File: src/rtl/ddr_dq_burst_datapath_pkg.sv
// Shared types and sizing helpers for the DDR DQ/DQS/DM burst datapath.
// Lane and burst sizes are derived here so the top and the read block agree.
package ddr_dq_types;

    typedef enum logic [1:0] {
        WR_IDLE = 2'd0,
        WR_PRE  = 2'd1,
        WR_DATA = 2'd2,
        WR_POST = 2'd3
    } wr_state_e;

    typedef enum logic [1:0] {
        RD_IDLE = 2'd0,
        RD_WAIT = 2'd1,
        RD_DATA = 2'd2
    } rd_state_e;

    // Per-lane DQS level; replicated across LANES by the users.
    localparam logic DQS_ON  = 1'b1;
    localparam logic DQS_OFF = 1'b0;

    function automatic int burst_cycles(input int burst_length);
        return burst_length / 2;
    endfunction

    function automatic int lane_count(input int dq_width);
        return dq_width / 8;
    endfunction

    function automatic int beat_cnt_w(input int bc);
        return (bc > 1) ? $clog2(bc) : 1;
    endfunction

    function automatic int wait_cnt_w(input int max_cas);
        return $clog2(max_cas + 1);
    endfunction

endpackage

File: src/rtl/ddr_dq_burst_datapath_read_return.sv
// Read return path: waits out CAS latency after an accepted read, then
// registers the captured DQ halves into a valid/last-qualified stream.
module ddr_dq_read_return
    import ddr_dq_types::*;
#(
    parameter int DQ_WIDTH     = 32,
    parameter int BURST_LENGTH = 4,
    parameter int MAX_CAS      = 7
) (
    input  logic                  clk_i,
    input  logic                  rst_i,
    input  logic                  start_i,
    input  logic [2:0]            cas_latency_i,
    input  logic [DQ_WIDTH-1:0]   dq_high_i,
    input  logic [DQ_WIDTH-1:0]   dq_low_i,
    output logic [2*DQ_WIDTH-1:0] rd_data_o,
    output logic                  rd_valid_o,
    output logic                  rd_last_o,
    output rd_state_e             state_o
);

    localparam int BC = burst_cycles(BURST_LENGTH);
    localparam int BW = beat_cnt_w(BC);
    localparam int CW = wait_cnt_w(MAX_CAS);

    rd_state_e             state_q;
    logic [CW-1:0]         wait_q;
    logic [BW-1:0]         beat_q;
    logic [2*DQ_WIDTH-1:0] rd_data_q;
    logic                  rd_valid_q;
    logic                  rd_last_q;

    int            lat_cycles;
    logic [CW-1:0] wait_start;

    // A latency of zero is treated as one; the countdown starts at L-1.
    always_comb begin
        lat_cycles = int'(cas_latency_i);
        if (lat_cycles < 1) begin
            lat_cycles = 1;
        end else if (lat_cycles > MAX_CAS) begin
            lat_cycles = MAX_CAS;
        end
        wait_start = CW'(lat_cycles - 1);
    end

    always_ff @(posedge clk_i) begin
        if (rst_i) begin
            state_q    <= RD_IDLE;
            wait_q     <= '0;
            beat_q     <= '0;
            rd_data_q  <= '0;
            rd_valid_q <= 1'b0;
            rd_last_q  <= 1'b0;
        end else begin
            case (state_q)
                RD_IDLE: begin
                    rd_valid_q <= 1'b0;
                    rd_last_q  <= 1'b0;
                    if (start_i) begin
                        state_q <= RD_WAIT;
                        wait_q  <= wait_start;
                    end
                end
                RD_WAIT: begin
                    if (wait_q == '0) begin
                        state_q    <= RD_DATA;
                        beat_q     <= '0;
                        rd_data_q  <= {dq_high_i, dq_low_i};
                        rd_valid_q <= 1'b1;
                        rd_last_q  <= (BC == 1);
                    end else begin
                        wait_q <= wait_q - CW'(1);
                    end
                end
                RD_DATA: begin
                    // beat_q counts the registered beats already presented.
                    if (beat_q == BW'(BC - 1)) begin
                        state_q    <= RD_IDLE;
                        rd_valid_q <= 1'b0;
                        rd_last_q  <= 1'b0;
                    end else begin
                        beat_q     <= beat_q + BW'(1);
                        rd_data_q  <= {dq_high_i, dq_low_i};
                        rd_valid_q <= 1'b1;
                        rd_last_q  <= (int'(beat_q) == BC - 2);
                    end
                end
                default: state_q <= RD_IDLE;
            endcase
        end
    end

    assign rd_data_o  = rd_data_q;
    assign rd_valid_o = rd_valid_q;
    assign rd_last_o  = rd_last_q;
    assign state_o    = state_q;

endmodule

File: src/rtl/ddr_dq_burst_datapath.sv
// DQ/DQS/DM burst engine: write FSM with DQS preamble/postamble, command
// collision checking, and the read return path as a sub-block.
module ddr_dq_burst_datapath
    import ddr_dq_types::*;
#(
    parameter int DQ_WIDTH     = 32,
    parameter int BURST_LENGTH = 4,
    parameter int MAX_CAS      = 7,
    localparam int LANES       = lane_count(DQ_WIDTH)
) (
    input  logic                  drm_clock,
    input  logic                  drm_ctl_reset,
    input  logic [2:0]            cas_latency,
    input  logic                  wr_start,
    input  logic [2*DQ_WIDTH-1:0] wr_data,
    input  logic [2*LANES-1:0]    wr_mask,
    output logic                  wr_data_req,
    input  logic                  rd_start,
    input  logic [DQ_WIDTH-1:0]   input_dq_high,
    input  logic [DQ_WIDTH-1:0]   input_dq_low,
    output logic [2*DQ_WIDTH-1:0] rd_data,
    output logic                  rd_valid,
    output logic                  rd_last,
    output logic [DQ_WIDTH-1:0]   next_dq_high,
    output logic [DQ_WIDTH-1:0]   next_dq_low,
    output logic [LANES-1:0]      next_dqm_high,
    output logic [LANES-1:0]      next_dqm_low,
    output logic [LANES-1:0]      next_dqs_high,
    output logic [LANES-1:0]      next_dqs_low,
    output logic                  next_dqoe,
    output logic                  busy,
    output logic                  cmd_error
);

    localparam int BC = burst_cycles(BURST_LENGTH);
    localparam int BW = beat_cnt_w(BC);

    wr_state_e             wr_state_q;
    rd_state_e             rd_state;
    logic [BW-1:0]         wr_beat_q;
    logic [DQ_WIDTH-1:0]   dq_high_q, dq_low_q;
    logic [LANES-1:0]      dqm_high_q, dqm_low_q, dqs_high_q;
    logic                  dqoe_q, wr_req_q;
    logic                  cmd_error_q, cmd_error_d;
    logic                  both_idle, rd_accept, wr_accept, rejected;

    // A read wins a same-cycle tie; every refused start is flagged.
    always_comb begin
        both_idle   = (wr_state_q == WR_IDLE) && (rd_state == RD_IDLE);
        rd_accept   = rd_start && both_idle;
        wr_accept   = wr_start && both_idle && !rd_start;
        rejected    = (rd_start && !both_idle) || (wr_start && !wr_accept);
        cmd_error_d = cmd_error_q | rejected;
    end

    always_ff @(posedge drm_clock) begin
        if (drm_ctl_reset) begin
            cmd_error_q <= 1'b0;
        end else begin
            cmd_error_q <= cmd_error_d;
        end
    end

    always_ff @(posedge drm_clock) begin
        if (drm_ctl_reset) begin
            wr_state_q <= WR_IDLE;
            wr_beat_q  <= '0;
            dq_high_q  <= '0;
            dq_low_q   <= '0;
            dqm_high_q <= '0;
            dqm_low_q  <= '0;
            dqs_high_q <= {LANES{DQS_OFF}};
            dqoe_q     <= 1'b0;
            wr_req_q   <= 1'b0;
        end else begin
            case (wr_state_q)
                WR_IDLE: begin
                    dq_high_q  <= '0;
                    dq_low_q   <= '0;
                    dqm_high_q <= '0;
                    dqm_low_q  <= '0;
                    dqs_high_q <= {LANES{DQS_OFF}};
                    dqoe_q     <= wr_accept;
                    wr_req_q   <= wr_accept;
                    if (wr_accept) begin
                        wr_state_q <= WR_PRE;
                    end
                end
                WR_PRE: begin
                    wr_state_q <= WR_DATA;
                    wr_beat_q  <= '0;
                    dq_high_q  <= wr_data[2*DQ_WIDTH-1:DQ_WIDTH];
                    dq_low_q   <= wr_data[DQ_WIDTH-1:0];
                    dqm_high_q <= wr_mask[2*LANES-1:LANES];
                    dqm_low_q  <= wr_mask[LANES-1:0];
                    dqs_high_q <= {LANES{DQS_ON}};
                    dqoe_q     <= 1'b1;
                    wr_req_q   <= (BC > 1);
                end
                WR_DATA: begin
                    if (wr_beat_q == BW'(BC - 1)) begin
                        // Postamble: drive stays on, data held, all bytes masked.
                        wr_state_q <= WR_POST;
                        dqm_high_q <= '1;
                        dqm_low_q  <= '1;
                        dqs_high_q <= {LANES{DQS_OFF}};
                        wr_req_q   <= 1'b0;
                    end else begin
                        wr_beat_q  <= wr_beat_q + BW'(1);
                        dq_high_q  <= wr_data[2*DQ_WIDTH-1:DQ_WIDTH];
                        dq_low_q   <= wr_data[DQ_WIDTH-1:0];
                        dqm_high_q <= wr_mask[2*LANES-1:LANES];
                        dqm_low_q  <= wr_mask[LANES-1:0];
                        wr_req_q   <= (int'(wr_beat_q) < BC - 2);
                    end
                end
                WR_POST: begin
                    wr_state_q <= WR_IDLE;
                    dq_high_q  <= '0;
                    dq_low_q   <= '0;
                    dqm_high_q <= '0;
                    dqm_low_q  <= '0;
                    dqs_high_q <= {LANES{DQS_OFF}};
                    dqoe_q     <= 1'b0;
                    wr_req_q   <= 1'b0;
                end
                default: wr_state_q <= WR_IDLE;
            endcase
        end
    end

    ddr_dq_read_return #(
        .DQ_WIDTH     (DQ_WIDTH),
        .BURST_LENGTH (BURST_LENGTH),
        .MAX_CAS      (MAX_CAS)
    ) u_read_return (
        .clk_i         (drm_clock),
        .rst_i         (drm_ctl_reset),
        .start_i       (rd_accept),
        .cas_latency_i (cas_latency),
        .dq_high_i     (input_dq_high),
        .dq_low_i      (input_dq_low),
        .rd_data_o     (rd_data),
        .rd_valid_o    (rd_valid),
        .rd_last_o     (rd_last),
        .state_o       (rd_state)
    );

    assign next_dq_high  = dq_high_q;
    assign next_dq_low   = dq_low_q;
    assign next_dqm_high = dqm_high_q;
    assign next_dqm_low  = dqm_low_q;
    assign next_dqs_high = dqs_high_q;
    assign next_dqs_low  = {LANES{DQS_OFF}};
    assign next_dqoe     = dqoe_q;
    assign wr_data_req   = wr_req_q;
    assign busy          = (wr_state_q != WR_IDLE) | (rd_state != RD_IDLE);
    assign cmd_error     = cmd_error_q;

endmodule

File: config.mk
export PLATFORM = sky130hd
export DESIGN_NAME = ddr_dq_burst_datapath
export DESIGN_NICKNAME = d
export VERILOG_FILES = /design/src/rtl/ddr_dq_burst_datapath_pkg.sv /design/src/rtl/ddr_dq_burst_datapath_read_return.sv /design/src/rtl/ddr_dq_burst_datapath.sv
export SDC_FILE = /design/constraint.sdc
export NUM_CORES = 1
export LEC_CHECK = 0
export BUFFER_PORTS_ARGS = -buffer_cell sky130_fd_sc_hd__buf_4
export CAP_MARGIN = 15
export CORE_ASPECT_RATIO = 0.7
export CORE_UTILIZATION = 45
export DETAILED_ROUTE_END_ITERATION = 16
export GPL_TIMING_DRIVEN = 0
export PLACE_DENSITY = 0.89
export SYNTH_ARGS = -nofsm -noshare
export SYNTH_HDL_FRONTEND = slang
export SYNTH_SLANG_ARGS = --single-unit
export TNS_END_PERCENT = 50
File: constraint.sdc
create_clock -name drm_clock -period 3.13 [get_ports drm_clock]
set_clock_uncertainty 0.15 [all_clocks]
set_input_delay 0.1565 -clock drm_clock [delete_from_list [all_inputs] [get_ports drm_clock]]
set_output_delay 0.1565 -clock drm_clock [all_outputs]
set_load 0.005 [all_outputs]
Word level (Yosys, flattened, before mapping) --
Index checks and enable logic that the tools add are counted.
Word-level totals: logic and storage cells 101, bits of input ports 143, output and inout port bits 150, bits in registers 154
Operators by class: reductions and logical operators 28, mux-type cells 36, bitwise logic cells 3, $lt $le $gt $ge 1, equality and inequality tests 13, add/subtract/negate cells 4
Operator list (count):
- $pmux 32 s3 | 2
- $mux 64 | 2
- $pmux 64 s2 | 1
- $mux 32 | 2
- $pmux 4 s3 | 3
- $mux 4 | 3
- $ne 2x2->1 const B | 6
- $pmux 1 s3 | 4
- $mux 2 | 5
- $reduce_bool 2->1 | 5
- $mux 3 | 3
- $reduce_and 3->1 | 3
- $pmux 2 s4 | 1
- $eq 2x2->1 const B | 3
- $logic_and 1x1->1 | 6
- $mux 1 | 6
- $pmux 2 s3 | 1
- $pmux 3 s2 | 1
- $reduce_and 2->1 | 3
- $reduce_bool 3->1 | 2
- $sub 3x1->3 const B | 2
- $eq 2x1->1 const B | 2
- $logic_not 2->1 | 2
- $ne 2x1->1 const B | 2
- other kinds (9) | 15

Longest topological paths before layout --
word-level depth 8, depth in mapped cells 9, gate-level depth less buffers 8

By module --
From an unflattened synthesis, not the netlist that was laid out.
Unflattened totals: cell total of the unflattened synthesis 707, area, all modules 5990.7 µm²
Modules (own cells, without submodules):
- ddr_dq_burst_datapath | cells an instance 365, seq. area each 1581.5 µm², instances 1, area an instance 3134.3 µm²
- ddr_dq_read_return | cells an instance 342, seq. area each 1441.4 µm², instances 1, area an instance 2856.5 µm²

Least setup slack after synthesis --
Ideal clock, no wire load.
path type register to register, start point register u_read_return.state_q[1], in the netlist u_read_return.state_o[1], end point register u_read_return.wait_q[2], library setup time 70 ps, clock period less this slack 2079 ps, stages on the path, launching flop included 10, required time 2910 ps, path slack 1051 ps, arrival time 1858 ps, path buffers 1, cells stage by stage dfxtp_1 inv_1 ha_1 buf_2 or2_2 o22ai_1 ha_1 xor2_1 o221ai_1 a21oi_1
Between the ends: cells in the longest elaborated chain, start to end 5, elaborated cells on any way between the ends 9, classes of those cells eq/ne: 3; mux: 1; reduce/logical: 5
RTL lines:
- start: declaration | line ddr_dq_burst_datapath_read_return.sv:26 | rd_state_e state_q;
- start signal: assignment | line ddr_dq_burst_datapath_read_return.sv:49 | state_q <= RD_IDLE;
- start signal: assignment | line ddr_dq_burst_datapath_read_return.sv:61 | state_q <= RD_WAIT;
- start signal: assignment | line ddr_dq_burst_datapath_read_return.sv:67 | state_q <= RD_DATA;
- $logic_not 2->1 | line ddr_dq_burst_datapath_read_return.sv:56, ddr_dq_burst_datapath.sv:49
- $logic_and 1x1->1 | line ddr_dq_burst_datapath.sv:49 | both_idle = (wr_state_q == WR_IDLE) && (rd_state == RD_IDLE);
- $logic_and 1x1->1 | line ddr_dq_burst_datapath.sv:50 | rd_accept = rd_start && both_idle;
- $ne 2x2->1 (no line)
- $reduce_and 3->1 (no line)
- end signal: assignment | line ddr_dq_burst_datapath_read_return.sv:62 | wait_q <= wait_start;
- end signal: assignment | line ddr_dq_burst_datapath_read_return.sv:73 | wait_q <= wait_q - CW'(1);
- end: declaration | line ddr_dq_burst_datapath_read_return.sv:27 | logic [CW-1:0] wait_q;
Several ways; a longest one is shown, not always the timed one. A chain may end at the register's enable or synchronous reset.

Worst setup path in the final report --
start point register wr_state_q[0], end point register dq_high_q[20], in the netlist next_dq_high[20]
Between the ends: cells in the longest elaborated chain, start to end 3, elaborated cells on any way between the ends 7, classes of those cells eq/ne: 4; mux: 1; reduce/logical: 2
RTL lines:
- start: declaration | line ddr_dq_burst_datapath.sv:38 | wr_state_e wr_state_q;
- start signal: assignment | line ddr_dq_burst_datapath.sv:66 | wr_state_q <= WR_IDLE;
- start signal: assignment | line ddr_dq_burst_datapath.sv:86 | wr_state_q <= WR_PRE;
- start signal: assignment | line ddr_dq_burst_datapath.sv:90 | wr_state_q <= WR_DATA;
- $eq 2x2->1 / $logic_not 2->1 (equally long branches) | line ddr_dq_burst_datapath.sv:76 | case (wr_state_q)
- $reduce_or 2->1 (no line)
- $pmux 32 s3 | line ddr_dq_burst_datapath.sv:76
- end signal: assignment | line ddr_dq_burst_datapath.sv:92 | dq_high_q <= wr_data[2*DQ_WIDTH-1:DQ_WIDTH];
- end signal: assignment | line ddr_dq_burst_datapath.sv:110 | dq_high_q <= wr_data[2*DQ_WIDTH-1:DQ_WIDTH];
- end: declaration | line ddr_dq_burst_datapath.sv:41 | logic [DQ_WIDTH-1:0] dq_high_q, dq_low_q;
Several ways; a longest one is shown, not always the timed one.

==> impl_metrics.json <==
{
  "status": "complete, no violations",
  "layout-drive-gt1-share": 0.297,
  "clk_latency_ns": 0.41,
  "ctsResizeCount": 0,
  "ys_warn_count": 0,
  "clk_pin_slew_ns": 0.07,
  "dieArea_mm2": 0.0130,
  "antenna_left": 0,
  "grt_pass1_wl_mm": 37.9,
  "timing.slew.headroom": 0.526,
  "overflow": 0,
  "vias_per_cell": 5.46,
  "die_h_um": 95.8,
  "cts.sink_count": 151,
  "drv_slew": 0,
  "ys_ff_latch": 151,
  "crit_path_end_kind": "flop",
  "seq_area_frac_synth": 0.535,
  "wl_per_cell_um": 19.1,
  "grt_max_degree": 17,
  "fmax_mhz": 384,
  "maxCapViolCount": 0,
  "dpl-instance-area_mm2": 0.00801,
  "p_total_mw": 8.11,
  "io-pin-count": 293,
  "max-clock-path-buffers": 2,
  "nets": 1294,
  "port_buffers": 287,
  "critPathMaxFanout": 10,
  "syn_avg_cell_area_um2": 8.14,
  "start_util": 0.472,
  "cts_tree": "yes",
  "drtIter0Drc": 462,
  "antenna_found_initial": 2,
  "num_vias": 7170,
  "synth_area_leaders": "dfxtp_1 (53%), nand2_1 (13%), a21oi_1 (12%)",
  "crit_type": "flop to flop",
  "area_growth_syn_to_layout_pct": 76.1,
  "instances_no_fill": 1313,
  "worst_pin_slew_ns": 0.711,
  "cp_slowest_cell": "buf_1",
  "grt_usage": 0.387,
  "nFillCells": 634,
  "dp_hpwl_mm": 13.3,
  "seqCellArea_mm2": 0.00302,
  "place.gp.congestion": 0.820,
  "leakage_nw": 4.36,
  "setup_tns_ns": 0,
  "synth_cells": 694,
  "fin_crit_sh": 0.831,
  "min_period_ns": 2.60,
  "cts_htree_levels": 4,
  "multiInputGateArea_mm2": 0.00231,
  "die_x_um": 136,
  "grt_pass1_vias": 7364,
  "dp.cells": 1141,
  "rsz0062_at_grt": "false",
  "ir_drop_mv": 0.529,
  "crit_path_start_kind": "flop",
  "cts_made_buffers": 17,
  "crit_path_cell_trace": "inv_1 > ha_1 > clkbuf_1 > buf_1 > nand3_1 > a21oi_1",
  "finalHoldViolCount": 0,
  "drt_wl_total_mm": 25.1,
  "hold_slack_ns": 0.0327,
  "synth_top_area_frac": 0.535,
  "route.detailed.drc": 0,
  "crit_required_ns": 3.29,
  "cts_root_buffer": "clkbuf_16",
  "crit_path_max_incr_delay_ns": 0.56,
  "p_per_area_mw_per_mm2": 815,
  "fin_area_mm2": 0.00995,
  "syn-cell-area_mm2": 0.00565,
  "arrival_ns": 2.76,
  "core_area_mm2": 0.0120,
  "yosys.area.top_type": "dfxtp_1",
  "first_pass_iters": 5,
  "num_rows": 33,
  "hold_path.class": "input pin to flop",
  "synth.distinct_cells": 36,
  "setup_viol": 0
}
-- flip-flops by register name, indices dropped and copies added, names as in the netlist --
register	flops
u_read_return.beat_q	1
next_dq_low	32
u_read_return.rd_data_o	64
u_read_return.rd_last_o	1
cmd_error	1
u_read_return.rd_valid_o	1
wr_state_q	2
next_dqs_high	1
next_dq_high	32
wr_data_req	1
next_dqm_high	4
next_dqm_low	4
next_dqoe	1
wr_beat_q	1
u_read_return.wait_q	3
u_read_return.state_o	2
-- layer usage --
metal  GRT usage  vias to the layer above  wire length, um
met2       0.678                      493            12300
met1       0.398                     3326             8810
met4       0.230                        2             1310
met3       0.151                      146             2580
met5           0                        -               40
li1            -                     3203                -
-- metrics by stage --
step / util / setup slack [ns]
detailed placement: 0.669 / 0.810
finish: 0.831 / 0.527
floorplan: - / 1.05
global placement: 0.669 / 0.875
CTS: 0.831 / 0.794
global route: 0.831 / 0.154
-- synthesized netlist by cell type --
master,number
o21bai_1,1
a22oi_1,1
or2_2,1
nor2b_1,4
clkbuf_1,29
buf_6,6
a211o_1,1
nand4b_1,2
o211a_1,2
mux2i_1,7
ha_1,9
or3_1,1
inv_1,6
a211oi_1,3
xor2_1,1
o21ai_0,1
buf_1,7
buf_4,8
nand2_1,200
conb_1,1
nand2b_1,2
nand3b_1,1
o211ai_2,1
nand3_1,66
nor2_1,30
dfxtp_1,151
maj3_1,1
a311oi_1,1
and2_1,1
buf_2,8
nor3_1,3
o21a_1,1
a21oi_1,134
o31ai_4,1
o221ai_1,1
o22ai_1,1
-- critical path: cells and delay by family, from the launching register on --
kind,cells,cell delay [ns]
DFF,1,0.41
adders and majority gates,1,0.34
buffers and inverters,3,1.11
AOI/OAI and AO/OA,1,0.32
and+or+nand+nor,1,0.17
-- kinds of logic after synthesis --
group | Yosys count | share of synthesized area
AOI/OAI and AO/OA | 149 | 0.143
xor gates and xnor gates | 1 | 0.00155
adders and majority gates | 10 | 0.0217
buffers and inverters | 64 | 0.0576
DFF | 151 | 0.535
muxes | 7 | 0.0124
other | 1 | 0.000664
and+or+nand+nor | 311 | 0.228
-- cells in the final DEF (no fill, tap or decap), drive strengths merged, types with 4 or more instances in the layout --
cell type | Yosys | routed
a21oi | 134 | 134
buf | 29 | 316
clkbuf | 29 | 47
clkinv | 0 | 4
conb | 1 | 4
dfxtp | 151 | 151
dlygate4sd3 | 0 | 139
ha | 9 | 9
inv | 6 | 13
mux2i | 7 | 7
nand2 | 200 | 200
nand3 | 66 | 66
nor2 | 30 | 30
nor2b | 4 | 4
-- path summary, 6_finish.rpt --
kind	depth (start not counted)	slack [ns]	startpoint	end
max	6	0.53	wr_state_q[0]$_SDFFE_PP0P_	next_dq_high[20]$_SDFFE_PP0P_
min	4	0.03	cas_latency[2]	u_read_return.wait_q[2]$_SDFFE_PP0P_
max reg2reg	6	0.53	wr_state_q[0]$_SDFFE_PP0P_	next_dq_high[20]$_SDFFE_PP0P_
min reg2reg	2	0.30	next_dq_high[29]$_SDFFE_PP0P_	next_dq_high[29]$_SDFFE_PP0P_
-- layout make-up --
type	instances	area share
Clock buffer	18	0.0431
Inverter	6	0.00226
Buffer	58	0.0304
Sequential cell	151	0.304
Multi-Input combinational cell	482	0.232
Clock inverter	14	0.0117
Tap cell	157	0.0197
Antenna cell	1	0.000251
Timing Repair Buffer	426	0.356
-- report_power, final --
group	switching, mW	internal, mW	total (mW)
Sequential	0.325	2.40	2.73
Combinational	1.92	1.54	3.46
Clock	0.891	1.04	1.93
Total	3.13	4.98	8.11
-- repair_timing --
| action | 4_1_cts | 5_1_grt |
|---|---|---|
| buffers inserted | 0 | 0 |
| hold buffers | 139 | 0 |
| hold endpoints to repair | 138 | 0 |
No activity file was read; power rests on OpenSTA's default activity.
